### src/rtl/data_mem_ctrl_if.sv
// Processor-side data request/response bundle for data_mem_ctrl.
interface data_mem_ctrl_if #(
  parameter int unsigned WORD_SIZE = 16
);
  logic [WORD_SIZE-1:0] DataAddr;
  logic [WORD_SIZE-1:0] DataOut;
  logic                 ReadData;
  logic                 WriteData;
  logic [WORD_SIZE-1:0] DataIn;
  logic                 DataDone;
  logic                 Busy;
  logic                 ProtoErr;

  modport master (
    output DataAddr, DataOut, ReadData, WriteData,
    input  DataIn, DataDone, Busy, ProtoErr
  );

  modport slave (
    input  DataAddr, DataOut, ReadData, WriteData,
    output DataIn, DataDone, Busy, ProtoErr
  );
endinterface

### src/rtl/data_mem_ctrl.sv
// Data-memory controller: services single-cycle load/store requests against an internal RAM
// with programmable latency. Optional one-entry last-read hit path under DMEM_LAST_HIT_EN.
module data_mem_ctrl #(
  parameter int unsigned WORD_SIZE     = 16,
  parameter int unsigned ADDR_BITS     = 8,
  parameter int unsigned READ_LATENCY  = 2,
  parameter int unsigned WRITE_LATENCY = 1
) (
  input  logic            Clock,
  input  logic            Reset,
  data_mem_ctrl_if.slave  bus
);
  localparam int unsigned DEPTH   = 2 ** ADDR_BITS;
  localparam int unsigned MAX_LAT = (READ_LATENCY > WRITE_LATENCY) ? READ_LATENCY : WRITE_LATENCY;
  localparam int unsigned CNT_W   = (MAX_LAT > 1) ? $clog2(MAX_LAT) : 1;

  typedef enum logic [1:0] {IDLE, BUSY, RESP} state_t;

  state_t               state_q, state_d;
  logic [CNT_W-1:0]     cnt_q, cnt_d;
  logic [ADDR_BITS-1:0] addr_q, addr_d, req_addr;
  logic [WORD_SIZE-1:0] data_q, data_d, din_q, din_d, hit_rdata;
  logic                 wr_q, wr_d, err_q, err_d, done_q, busy_q;
  logic                 req, hit, mem_we, rd_done;
  logic                 unused_addr;
  logic [WORD_SIZE-1:0] mem [DEPTH];

  assign req_addr    = bus.DataAddr[ADDR_BITS-1:0];
  assign req         = bus.ReadData | bus.WriteData;
  assign unused_addr = ^bus.DataAddr;

`ifdef DMEM_LAST_HIT_EN
  logic                 hit_valid_q, hit_valid_d;
  logic [ADDR_BITS-1:0] hit_tag_q, hit_tag_d;
  logic [WORD_SIZE-1:0] hit_data_q, hit_data_d;

  assign hit       = bus.ReadData & ~bus.WriteData & hit_valid_q & (hit_tag_q == req_addr);
  assign hit_rdata = hit_data_q;

  // Entry follows completed reads; writes to the cached word keep it coherent.
  always_comb begin
    hit_valid_d = hit_valid_q;
    hit_tag_d   = hit_tag_q;
    hit_data_d  = hit_data_q;
    if (rd_done) begin
      hit_valid_d = 1'b1;
      hit_tag_d   = addr_q;
      hit_data_d  = mem[addr_q];
    end
    if (mem_we && (hit_tag_q == addr_q)) hit_data_d = data_q;
  end

  always_ff @(posedge Clock) begin
    if (Reset) begin
      hit_valid_q <= 1'b0;
      hit_tag_q   <= '0;
      hit_data_q  <= '0;
    end else begin
      hit_valid_q <= hit_valid_d;
      hit_tag_q   <= hit_tag_d;
      hit_data_q  <= hit_data_d;
    end
  end
`else
  assign hit       = 1'b0;
  assign hit_rdata = '0;
`endif

  // Next-state and datapath decisions.
  always_comb begin
    state_d = state_q;
    cnt_d   = cnt_q;
    addr_d  = addr_q;
    data_d  = data_q;
    wr_d    = wr_q;
    err_d   = err_q;
    din_d   = '0;
    mem_we  = 1'b0;
    rd_done = 1'b0;
    unique case (state_q)
      IDLE, RESP: begin
        if (req) begin
          addr_d = req_addr;
          data_d = bus.DataOut;
          wr_d   = bus.WriteData;
          if (bus.ReadData && bus.WriteData) err_d = 1'b1;
          if (hit) begin
            state_d = RESP;
            din_d   = hit_rdata;
          end else begin
            state_d = BUSY;
            cnt_d   = bus.WriteData ? CNT_W'(WRITE_LATENCY - 1) : CNT_W'(READ_LATENCY - 1);
          end
        end else begin
          state_d = IDLE;
        end
      end
      BUSY: begin
        // A stalled processor re-presents its request; only a changed address is an error.
        if (req && (req_addr != addr_q)) err_d = 1'b1;
        if (cnt_q == '0) begin
          state_d = RESP;
          if (wr_q) begin
            mem_we = 1'b1;
          end else begin
            rd_done = 1'b1;
            din_d   = mem[addr_q];
          end
        end else begin
          cnt_d = cnt_q - CNT_W'(1);
        end
      end
      default: state_d = IDLE;
    endcase
  end

  always_ff @(posedge Clock) begin
    if (Reset) begin
      state_q <= IDLE;
      cnt_q   <= '0;
      addr_q  <= '0;
      data_q  <= '0;
      wr_q    <= 1'b0;
      err_q   <= 1'b0;
      din_q   <= '0;
      done_q  <= 1'b1;
      busy_q  <= 1'b0;
    end else begin
      state_q <= state_d;
      cnt_q   <= cnt_d;
      addr_q  <= addr_d;
      data_q  <= data_d;
      wr_q    <= wr_d;
      err_q   <= err_d;
      din_q   <= din_d;
      done_q  <= (state_d != BUSY);
      busy_q  <= (state_d == BUSY);
    end
  end

  // RAM has no reset; a write completing under reset is dropped.
  always_ff @(posedge Clock) begin
    if (mem_we && !Reset) mem[addr_q] <= data_q;
  end

  assign bus.DataIn   = din_q;
  assign bus.DataDone = done_q;
  assign bus.Busy     = busy_q;
  assign bus.ProtoErr = err_q;
endmodule

### src/flat_wrapper.sv
// flat-port wrapper written by rule: the top's interface ports become plain ports
module data_mem_ctrl_flat 
#(
  parameter int unsigned WORD_SIZE     = 16,
  parameter int unsigned ADDR_BITS     = 8,
  parameter int unsigned READ_LATENCY  = 2,
  parameter int unsigned WRITE_LATENCY = 1
)
  (Clock, Reset, bus_DataAddr, bus_DataOut, bus_ReadData, bus_WriteData, bus_DataIn, bus_DataDone, bus_Busy, bus_ProtoErr);
  data_mem_ctrl_if #(.WORD_SIZE(WORD_SIZE)) bus_i ();
  input  logic Clock;
  input  logic Reset;
  input wire logic [$bits(bus_i.DataAddr)-1:0] bus_DataAddr;
  input wire logic [$bits(bus_i.DataOut)-1:0] bus_DataOut;
  input wire logic [$bits(bus_i.ReadData)-1:0] bus_ReadData;
  input wire logic [$bits(bus_i.WriteData)-1:0] bus_WriteData;
  output wire logic [$bits(bus_i.DataIn)-1:0] bus_DataIn;
  output wire logic [$bits(bus_i.DataDone)-1:0] bus_DataDone;
  output wire logic [$bits(bus_i.Busy)-1:0] bus_Busy;
  output wire logic [$bits(bus_i.ProtoErr)-1:0] bus_ProtoErr;
  assign bus_i.DataAddr = bus_DataAddr;
  assign bus_i.DataOut = bus_DataOut;
  assign bus_i.ReadData = bus_ReadData;
  assign bus_i.WriteData = bus_WriteData;
  assign bus_DataIn = bus_i.DataIn;
  assign bus_DataDone = bus_i.DataDone;
  assign bus_Busy = bus_i.Busy;
  assign bus_ProtoErr = bus_i.ProtoErr;
  data_mem_ctrl #(.WORD_SIZE(WORD_SIZE), .ADDR_BITS(ADDR_BITS), .READ_LATENCY(READ_LATENCY), .WRITE_LATENCY(WRITE_LATENCY)) u_core (.Clock(Clock), .Reset(Reset), .bus(bus_i));
endmodule
### config.mk
export PLATFORM = sky130hd
export DESIGN_NAME = data_mem_ctrl_flat
export DESIGN_NICKNAME = d
export VERILOG_FILES = /design/src/rtl/data_mem_ctrl_if.sv /design/src/rtl/data_mem_ctrl.sv /design/src/flat_wrapper.sv
export SDC_FILE = /design/constraint.sdc
export NUM_CORES = 2
export LEC_CHECK = 0
export CAP_MARGIN = 5
export CORE_MARGIN = 3
export CORE_UTILIZATION = 54
export CTS_CLUSTER_SIZE = 20
export DETAILED_ROUTE_END_ITERATION = 8
export PLACE_DENSITY = 0.7
export RECOVER_POWER = 50
export SYNTH_ARGS = -nofsm -noshare
export SYNTH_HDL_FRONTEND = slang
export SYNTH_SLANG_ARGS = --single-unit
### constraint.sdc
create_clock -name Clock -period 4.8 [get_ports Clock]
set_input_delay 0.96 -clock Clock [delete_from_list [all_inputs] [get_ports Clock]]
set_output_delay 0.96 -clock Clock [all_outputs]
set_load 0.02 [all_outputs]
==> metrics.cfg <==
[drt]
vias=81043
detail_route.wl_per_cell_um=31.5
wirelength_mm=395
initialDrtViolationCount=10837
first_pass_iters=6
viasPerCell=6.46
drt_drc_violations_left=0
ant_nets=0

[cts]
numCtsBuffers=402
cts_buffer_depth=4
root_buffer=clkbuf_16
htreeDepth=5
cts.clk_slew.worst_paths_ns=0.07
cts.sinks=4143
cts_tree=done
clk_latency_ns=0.97
cts_setup_buffers=0

[timing]
clock.fmax_ghz=0.217
fin_crit_sh_pct=96.0
max-slew-margin-rel_pct=-146
finalMaxSlewViolations=2595
setup_violations=0
fin_worst_skew_ns=0.0520
tightestPinTransition_ns=3.69
hold_ws_ns=0.558
period_needed_ns=4.61
setup_tns_ns=0
rsz0062_at_grt=no
finalHoldViolCount=0

[finish]
regArea_mm2=0.124
design_area_mm2=0.180
finalNetCount=8347
drive_above_1_share_pct=22.7
syn_to_final_growth_pct=13.4
final_common_cell=edfxtp_1
final_util_pct=61.7
final_cell_mix=edfxtp_1 (4096), mux2i_1 (685), mux4_2 (671), buf_4 (516), clkbuf_16 (407)
multi_input_area_mm2=0.0327
instances_no_fill=12550
fillCellCount=19673

[floorplanning]
die_y_um=549
die_x_um=549
die_area_mm2=0.301
core.rowCount=198
core-area_mm2=0.292
io_pins=55
start_util_pct=54.4

[worst_setup_path]
crit_chain=buf_4, mux4_2, a22oi_1, nand3_1, or4_1, o31ai_1, buf_4, o211ai_1
crit_path_max_incr_delay_ns=0.89
worst-setup-path-type=flip-flop to flip-flop
cp_max_fo=32
crit_slowest_cell=dfxtp_4
cp.required_ns=5.60
crit_path_start_kind=flip-flop
crit_path_end_kind=flip-flop
path_common_cell=buf_4
crit_arrival_ns=5.40

[global_route]
antenna_found_initial=14
grt_pass1_wl_mm=569
grt_usage_pct=26.0
gr-total-overflow=0
grt_pass1_vias=80832
grt_max_degree=164

[yosys]
postSynthAreaPerCell_um2=20.6
synth_top_flop_cell=edfxtp_1
synth_edf_count=4096
syn_area_mm2=0.159
synthArstFlopShare_pct=0
ys_ff_latch=4143
yosysTopAreaCell=edfxtp_1
synthTopCellsByArea=edfxtp_1 (77%), mux4_2 (9.5%), mux2i_1 (4.3%)
ys_seq_area_share_pct=77.9
ys_types=60
ys_warn_count=0
syn_inst=7732
post-synth-top-area-fraction_pct=77.4
syn_nets=7768

[run_status]
outcome=finished with violations
violations=capacitance limit, slew limit

[pwr]
p_leak_uw=0.0554
max-vdd-ir-drop_mv=0.363
pwr_density_cell_mw_per_mm2=421

[min_path]
min_path_type=primary input to flip-flop

[place]
placed_cells=11807
placed_cell_area_mm2=0.167
place_hpwl_mm=235
port_buffers=46
place.gp.congestion=0.855

[job]
cap_violations=32

-- cell usage after synthesis (6+ instances only) --
cell	count
edfxtp_1	4096
mux2i_1	685
mux4_2	671
nor2_1	279
a22oi_1	256
nand2_1	220
buf_2	192
clkbuf_1	162
a21oi_1	159
o22ai_1	158
nand3_1	108
a221oi_1	89
mux2_2	81
buf_4	63
o21ai_0	55
a31oi_1	47
dfxtp_1	47
nor3_1	37
nor4_1	31
nand4_1	30
buf_1	25
buf_6	23
nor2b_1	18
a211oi_1	15
o211ai_1	15
o21bai_1	15
o2bb2ai_1	15
or4_1	15
a41oi_1	14
o31ai_1	13
and2_1	9
o2111ai_1	9
a21o_1	8
xnor2_1	8
a311oi_1	6
a32o_1	6
nand2b_1	6
-- worst paths after layout --
| kind | start | end | slack [ns] | cells past startpoint |
|---|---|---|---|---|
| worst max-delay path | u_core.addr_q[0]$_SDFFE_PP0P_ | u_core.bus.DataIn[12]$_SDFF_PP0_ | 0.19 | 8 |
| worst min-delay path | bus_DataOut[0] | u_core.data_q[0]$_SDFFE_PP0P_ | 0.56 | 3 |
| worst max register to register | u_core.addr_q[0]$_SDFFE_PP0P_ | u_core.bus.DataIn[12]$_SDFF_PP0_ | 0.19 | 8 |
| worst min register to register | u_core.cnt_q$_SDFFE_PP0P_ | u_core.cnt_q$_SDFFE_PP0P_ | 0.56 | 2 |
-- layer usage --
metal,vias up,GRT usage (%),routed length [um]
li1,33381,-,-
met1,42632,36.9,151000
met2,4342,41.0,190000
met3,678,5.40,40300
met4,10,8.37,13500
met5,-,0,69
-- sequential cells by signal, summed over array words and instances, names as in the netlist --
name	flops
u_core.addr_q	8
u_core.bus.Busy	1
u_core.bus.DataDone	1
u_core.bus.DataIn	16
u_core.bus.ProtoErr	1
u_core.cnt_q	1
u_core.data_q	16
u_core.mem	4096
u_core.state_q	2
u_core.wr_q	1
-- per-stage QoR --
step	setup slack (ns)	power, uW
final	0.192	75900
after global routing	0.115	78000
after CTS	0.0311	76300
after detailed placement	0.0302	45100
after global placement	0.0474	45000
after floorplan	0.547	43600
-- layout make-up --
class | instances | share of cell area, %
antenna | 4 | 0.00555
tap | 3900 | 2.71
multi-input combinational | 3114 | 18.1
clock buffer | 499 | 5.89
clock inverter | 240 | 1.46
inverter | 5 | 0.0104
sequential | 4143 | 68.8
timing repair buffer | 645 | 3.03
-- critical path: cells and delay by family (launching register included) --
family                 cells  cell delay [ns]
AOI/OAI and AO/OA          3             1.46
buffers and inverters      2             0.59
DFF                        1             0.89
muxes                      1             0.53
and+or+nand+nor            2             0.95
-- logic make-up (layout without fill, tap and decap cells) --
logic type / Yosys count / in the layout / synth area share (%)
and+or+nand+nor: 776 / 776 / 2.18
DFF: 4143 / 4143 / 77.9
xor gates and xnor gates: 8 / 8 / 0.0441
muxes: 1439 / 1439 / 14.4
AOI/OAI and AO/OA: 891 / 891 / 3.83
other: 0 / 4 / 0
buffers and inverters: 475 / 1389 / 1.57
-- power by group --
part	internal, uW	switching [uW]
clock network	18200	13400
registers	40000	284
logic	1450	2590
-- repair_timing --
item	in CTS	in global routing
resized for setup	0	1
setup endpoints to repair	0	1
hold buffers	0	0
Power figures use the tool's default switching activity.
